===== config.mk =====
export PLATFORM = sky130hd
export DESIGN_NAME = pc_fetch_ctrl
export DESIGN_NICKNAME = d
export VERILOG_FILES = /design/src/rtl/pc_fetch_ctrl.sv
export SDC_FILE = /design/constraint.sdc
export NUM_CORES = 1
export LEC_CHECK = 0
export CORE_AREA = 2 2 139 87
export CTS_CLUSTER_DIAMETER = 30
export DETAILED_ROUTE_END_ITERATION = 6
export DIE_AREA = 0 0 141 89
export HOLD_SLACK_MARGIN = 0.05
export PLACE_DENSITY = 0.74
export SYNTH_ARGS = -nofsm -noshare
export SYNTH_HDL_FRONTEND = slang
export SYNTH_SLANG_ARGS = --single-unit

===== constraint.sdc =====
create_clock -name clk -period 5.2 [get_ports clk]
set_clock_uncertainty 0.15 [all_clocks]
set_input_delay 1.04 -clock clk [delete_from_list [all_inputs] [get_ports clk]]
set_output_delay 1.04 -clock clk [all_outputs]
set_load 0.01 [all_outputs]

===== src/rtl/pc_fetch_ctrl.sv =====
// Instruction fetch sequencer: owns the fetch PC, issues one imem request at a time,
// holds the fetched word for decode and applies trap/jump redirects. Option: MISALIGN_CHECK_EN.
module pc_fetch_ctrl #(
    parameter int unsigned       ADDR_W     = 32,
    parameter logic [ADDR_W-1:0] RESET_ADDR = '0,
    parameter logic [ADDR_W-1:0] TRAP_VEC   = ADDR_W'(32'h100)
) (
    input  logic              clk,
    input  logic              rst,
    input  logic              stall_i,
    input  logic              jump_i,
    input  logic [ADDR_W-1:0] jump_addr_i,
    input  logic              trap_i,
    input  logic [ADDR_W-1:0] trap_addr_i,
    output logic              imem_req_o,
    output logic [ADDR_W-1:0] imem_addr_o,
    input  logic              imem_gnt_i,
    input  logic              imem_rvalid_i,
    input  logic [31:0]       imem_rdata_i,
    output logic              inst_valid_o,
    output logic [31:0]       inst_o,
    output logic [ADDR_W-1:0] inst_pc_o,
    output logic              flush_o,
    output logic              misalign_o
);

    typedef enum logic [1:0] {
        S_REQ,
        S_WAIT,
        S_HOLD
    } state_t;

    state_t            state;
    logic [ADDR_W-1:0] pc;
    logic              drop;
    logic              redirect;
    logic              accept;
    logic              in_flight;
    logic [ADDR_W-1:0] target;

    assign imem_addr_o = pc;

    always_comb begin
        redirect  = trap_i | jump_i;
        accept    = imem_req_o & imem_gnt_i;
        // A response is still owed if we are waiting and it has not arrived, or a grant lands now
        in_flight = ((state == S_WAIT) && !imem_rvalid_i) || ((state == S_REQ) && accept);
    end

`ifdef MISALIGN_CHECK_EN
    logic bad_jump;

    always_comb begin
        bad_jump = jump_i & ~trap_i & (jump_addr_i[1:0] != 2'b00);
        if (trap_i) begin
            target = trap_addr_i;
        end else if (bad_jump) begin
            target = TRAP_VEC;
        end else begin
            target = jump_addr_i;
        end
    end

    always_ff @(posedge clk) begin
        if (rst) begin
            misalign_o <= 1'b0;
        end else begin
            misalign_o <= bad_jump;
        end
    end
`else
    logic unused_trap_vec;

    assign unused_trap_vec = ^TRAP_VEC;

    always_comb begin
        target = trap_i ? trap_addr_i : jump_addr_i;
        target = target & ~ADDR_W'(3);
    end

    assign misalign_o = 1'b0;
`endif

    always_ff @(posedge clk) begin
        if (rst) begin
            state        <= S_REQ;
            pc           <= RESET_ADDR;
            imem_req_o   <= 1'b0;
            inst_valid_o <= 1'b0;
            inst_o       <= '0;
            inst_pc_o    <= '0;
            flush_o      <= 1'b0;
            // An abandoned request in flight still returns one rvalid that must be swallowed
            drop         <= (state == S_WAIT);
        end else begin
            flush_o <= 1'b0;
            if (redirect) begin
                pc           <= target;
                inst_valid_o <= 1'b0;
                flush_o      <= 1'b1;
                if (in_flight) begin
                    state      <= S_WAIT;
                    imem_req_o <= 1'b0;
                    drop       <= 1'b1;
                end else begin
                    state      <= S_REQ;
                    imem_req_o <= 1'b1;
                    // Waiting with rvalid now: that response is consumed here and discarded
                    if (state == S_WAIT) begin
                        drop <= 1'b0;
                    end
                end
            end else begin
                case (state)
                    S_REQ: begin
                        if (accept) begin
                            state      <= S_WAIT;
                            imem_req_o <= 1'b0;
                        end else begin
                            imem_req_o <= 1'b1;
                        end
                    end
                    S_WAIT: begin
                        if (imem_rvalid_i) begin
                            if (drop) begin
                                drop       <= 1'b0;
                                state      <= S_REQ;
                                imem_req_o <= 1'b1;
                            end else begin
                                inst_o       <= imem_rdata_i;
                                inst_pc_o    <= pc;
                                inst_valid_o <= 1'b1;
                                pc           <= pc + ADDR_W'(4);
                                state        <= S_HOLD;
                            end
                        end
                    end
                    S_HOLD: begin
                        if (!stall_i) begin
                            inst_valid_o <= 1'b0;
                            state        <= S_REQ;
                            imem_req_o   <= 1'b1;
                        end
                    end
                    default: begin
                        state      <= S_REQ;
                        imem_req_o <= 1'b0;
                    end
                endcase
            end
        end
    end

endmodule


======== After elaboration in Yosys (flattened, before gate mapping) ========
Cells that the tools add are included.
operators by class
  add/sub/neg operators ................... 1
  multipliers ............................. 0
  div/mod/pow operators ................... 0
  order comparisons ....................... 0
  equality and inequality tests ........... 10
  shift operators ......................... 0
  multiplexer cells ....................... 30
  bitwise logic cells ..................... 4
  reduce and logical (&&, ||, !) cells .... 19
operators with widths
  kind                   number
  $mux 32                5
  $add 32x3->32 const B  1
  $mux 1                 17
  $reduce_and 3->1       5
  $ne 3x3->1 const B     4
  $mux 2                 5
  $reduce_bool 3->1      3
  $reduce_and 4->1       2
  $ne 2x2->1 const B     3
  $pmux 2 s3             1
  $reduce_bool 2->1      3
  $pmux 1 s3             1
  $eq 2x1->1 const B     1
  $eq 2x2->1 const B     1
  $logic_and 1x1->1      2
  $logic_not 2->1        1
  $ne 2x1->1 const B     1
  $not 1->1              2
  $pmux 1 s2             1
  $reduce_or 2->1        1
  $and 1x1->1            1
  $logic_not 1->1        1
  $logic_or 1x1->1       1
  $or 1x1->1             1
storage, ports and cells
  bits in registers ....................... 102
  bits in latches ......................... 0
  memory bits (writable) .................. 0
  ROM bits ................................ 0
  input port bits ......................... 103
  output and inout bits ................... 100
  logic and storage cells ................. 73
  memories kept ........................... 0

======== Depth between registers and ports, before layout ========
  depth after elaboration ................. 6
  mapped depth ............................ 9
  gate-level depth less buffers ........... 7

======== Worst setup path before layout ========
OpenSTA, ideal clock, no wires.
  path kind ............................... in2reg
  start point ............................. in trap_i
  end point ............................... reg inst_o[25]
  setup time .............................. 132 ps
  data arrival time ....................... 2068 ps
  required time ........................... 4918 ps
  setup slack ............................. 2849 ps
  stages on the path ...................... 6
  buffers on the path ..................... 2
  cells stage by stage .................... clkbuf_1 > nor2_1 > nand2_1 > clkbuf_1 > nand2_1 > a21oi_1
on the way
  word-level cells in the longest chain between the ends .. 3
RTL lines
  what                               line  RTL
  start, declared                    13    input logic trap_i,
  $or 1x1->1                         44    redirect = trap_i | jump_i;
  $not 1->1 (no source line)         --
  $reduce_and 4->1 (no source line)  --
  end signal, assigned               130   inst_o <= imem_rdata_i;
  end, declared                      21    output logic [31:0] inst_o,
Every way passes these cells.
A chain may end at the register's enable or synchronous reset.

======== Worst setup path in the final report ========
  start point ............................. in jump_i
  end point ............................... reg inst_o[28]
on the way
  word-level cells in the longest chain between the ends .. 3
RTL lines
  what                               line  RTL
  start, declared                    11    input logic jump_i,
  $or 1x1->1                         44
  $not 1->1 (no source line)         --
  $reduce_and 4->1 (no source line)  --
Every way passes these cells.

==> results.yml <==
outcome:
  status: "finished clean"
power:
  powerDensity_nw_per_um2: 263
  clkPwrFrac: 0.406
  swShare: 0.230
  power.switching_mw: 0.406
  p_leak_nw: 2.37
  pwr-share-seq: 0.458
  peakVddDrop_mv: 0.165
  p_int_mw: 1.36
  p_comb_frac: 0.135
finish:
  area_delta_synth_final_pct: 52.4
  multi_input_area_sq_um: 2240
  finalNonFillerCells: 864
  antennaDiodeCount: 0
  regArea_sq_um: 1970
  drive_above_1_share: 0.0458
  fill_cells: 955
  final_nets: 825
sta:
  drv_slew: 0
  setup_violations: 0
  hold_violations: 0
  maxSlewHeadroom: 0.318
  tightest_slew_ps: 1020
  timing.setup.tns_ps: 0
  holdWs_ps: 306
  min_period_ps: 3480
  max_freq_mhz: 288
  rsz0062_at_grt: "no"
  finalCritPeriodShare: 0.668
run:
  drv_cap: 0
critical_path:
  crit_family: "simple AND/OR/NAND/NOR gates"
  critPathArrivalTime_ps: 3570
  crit_path_max_fanout: 38
  cp_data_required_time_ps: 5300
  crit_buf_inv: 2
  worst_path_max_delay_cell: "clkdlybuf4s50_1"
  worst_setup_path_end_kind: "flip-flop"
  crit_chain: "clkdlybuf4s50_1, or2_2, nor2_4, buf_12, nand2_1, a21oi_1"
  critPathKind: "input port to flip-flop"
  slowest_delay_ps: 850
  cp-start-kind: "input port"
  r2r_setup_slack_ps: 2490
synthesis:
  syn_area_per_cell_sq_um: 8.07
  ys_ff_latch: 98
  synthCells: 546
  synth.top_cell.area_share: 0.441
  yosys-top-cells-area: "dfxtp_1 (44%), nand2_1 (13%), a21oi_1 (8.9%)"
  synth-async-reset-ratio: 0
  synth_edf_count: 1
  syn_area_sq_um: 4410
  synth_cell_types: 50
  yosysSeqAreaShare: 0.447
  yosysWarningCount: 0
  synthMostInstantiatedCell: "nand2_1"
  yosysTopAreaCell: "dfxtp_1"
  synth_common_cells: "nand2_1 (151), dfxtp_1 (97), a21oi_1 (78)"
  synthFlopType: "dfxtp_1"
drt:
  vias_per_cell: 5.30
  drtAntennaViolNets: 0
  vias: 4577
  drcViolationCount: 0
  post_drt_wl_per_cell_um: 16.9
  firstDrtPassIters: 5
  drt_iter0_markers: 161
  wl_um: 14600
clock_network:
  clock-sinks: 98
  cts_buffers: 9
  root_buffer: "clkbuf_16"
  ctsLongestPathBuffers: 2
  clkTransAtPathRegs_ps: 60
  cts-resized-gates: 0
  hold_buffers: 0
  cts_setup_buffers: 0
  htree_levels: 3
  cts_tree: "done"
  clock_latency_ps: 330
floorplanning:
  fp.dieW_um: 141
  fp.dieArea_sq_um: 12500
  io_pins: 203
  rows: 30
  start_util: 0.395
  coreArea_sq_um: 11100
  die_y_um: 89
global_routing:
  overflow: 0
  grt_use_total: 0.229
  grt_max_degree: 97
  grt_pass1_vias: 4471
  grt_pass1_wl_um: 22700
  antenna_found_initial: 0
place:
  place_inst: 850
  port_buffers: 193
  dp_hpwl_um: 10500
  place_congestion: 0.913
worst_hold_path:
  hold_class: "flip-flop to flip-flop"
## kinds of logic (layout without fill, tap and decap cells)
logic type / Yosys count / after routing / share of synthesized area
buffers and inverters: 48 / 218 / 0.0491
muxes: 6 / 6 / 0.0136
xor gates and xnor gates: 24 / 24 / 0.0477
and+or+nand+nor: 222 / 222 / 0.235
AOI/OAI and AO/OA: 142 / 142 / 0.192
adders and majority gates: 5 / 5 / 0.0142
DFF: 98 / 98 / 0.447
other: 1 / 5 / 0.000851
## final cells by class
type,count,share of cell area
clock buffers,12,0.0384
repair buffers,198,0.295
multi-input cells,404,0.334
inverters,6,0.00335
flip-flops and latches,98,0.294
clock inverters,2,0.00894
well taps,144,0.0268
## flip-flops by register name, summed over array words and instances, names as in the netlist
name / flops
inst_o: 32
imem_addr_o: 30
inst_pc_o: 30
state: 2
drop: 1
flush_o: 1
imem_req_o: 1
inst_valid_o: 1
## power groups by stage
stage / registers, mW / clock network (mW) / logic [mW]
global route: 0.814 / 0.769 / 0.258
global placement: 0.824 / 0 / 0.234
floorplan: 0.827 / 0 / 0.0908
finish: 0.810 / 0.717 / 0.239
detailed placement: 0.826 / 0 / 0.238
CTS: 0.809 / 0.733 / 0.240
## path summary, 6_finish.rpt
path,from,endpoint,cells after the start
min reg2reg,inst_pc_o[26],inst_pc_o[26],2
max reg2reg,state[1],imem_addr_o[21],7
min,inst_pc_o[26],inst_pc_o[26],2
max,jump_i,inst_o[28],6
## cells in the final DEF (no fill, tap or decap), types with 3 or more instances in the layout
master,synthesis,final
and3_1,10,10
mux2i_1,6,6
nand4_1,8,8
a22oi_1,10,10
nand2_1,151,150
inv_1,6,6
xor2_1,19,19
buf_4,7,5
nand3_1,11,11
a21oi_1,78,78
nand3_2,3,3
nor2_1,16,15
clkbuf_16,0,10
o22ai_1,20,20
ha_1,5,5
a31oi_1,3,3
a211oi_1,7,7
xnor2_1,5,5
dfxtp_1,97,97
conb_1,1,5
o21ai_0,10,10
nor2b_1,3,3
clkdlybuf4s50_1,0,192
## layer usage
| layer | GRT usage | wire length, um | up-vias |
|---|---|---|---|
| li1 | - | - | 2215 |
| met1 | 0.285 | 6340 | 2151 |
| met2 | 0.381 | 6590 | 198 |
| met3 | 0.0862 | 1480 | 13 |
| met4 | 0.0582 | 150 | 0 |
| met5 | 0 | 0 | - |
## stage by stage
step	cell area, sq um	power [mW]	setup WS, ps	util
after floorplan	4420	0.918	2850	-
after global placement	6400	1.06	1490	0.574
after detailed placement	6400	1.06	1400	0.574
after CTS	6720	1.78	1740	0.602
after global routing	6720	1.84	1560	0.602
final	6720	1.77	1720	0.602
## worst register-to-register path: cells and delay by family (launching register included)
family,cells,cell delay [ps]
compound gates,1,270
xor+xnor,1,190
fa+ha+maj,1,330
buf+inv,1,90
flops,1,340
simple gates,3,1260
(Power assumes the default switching activity.)
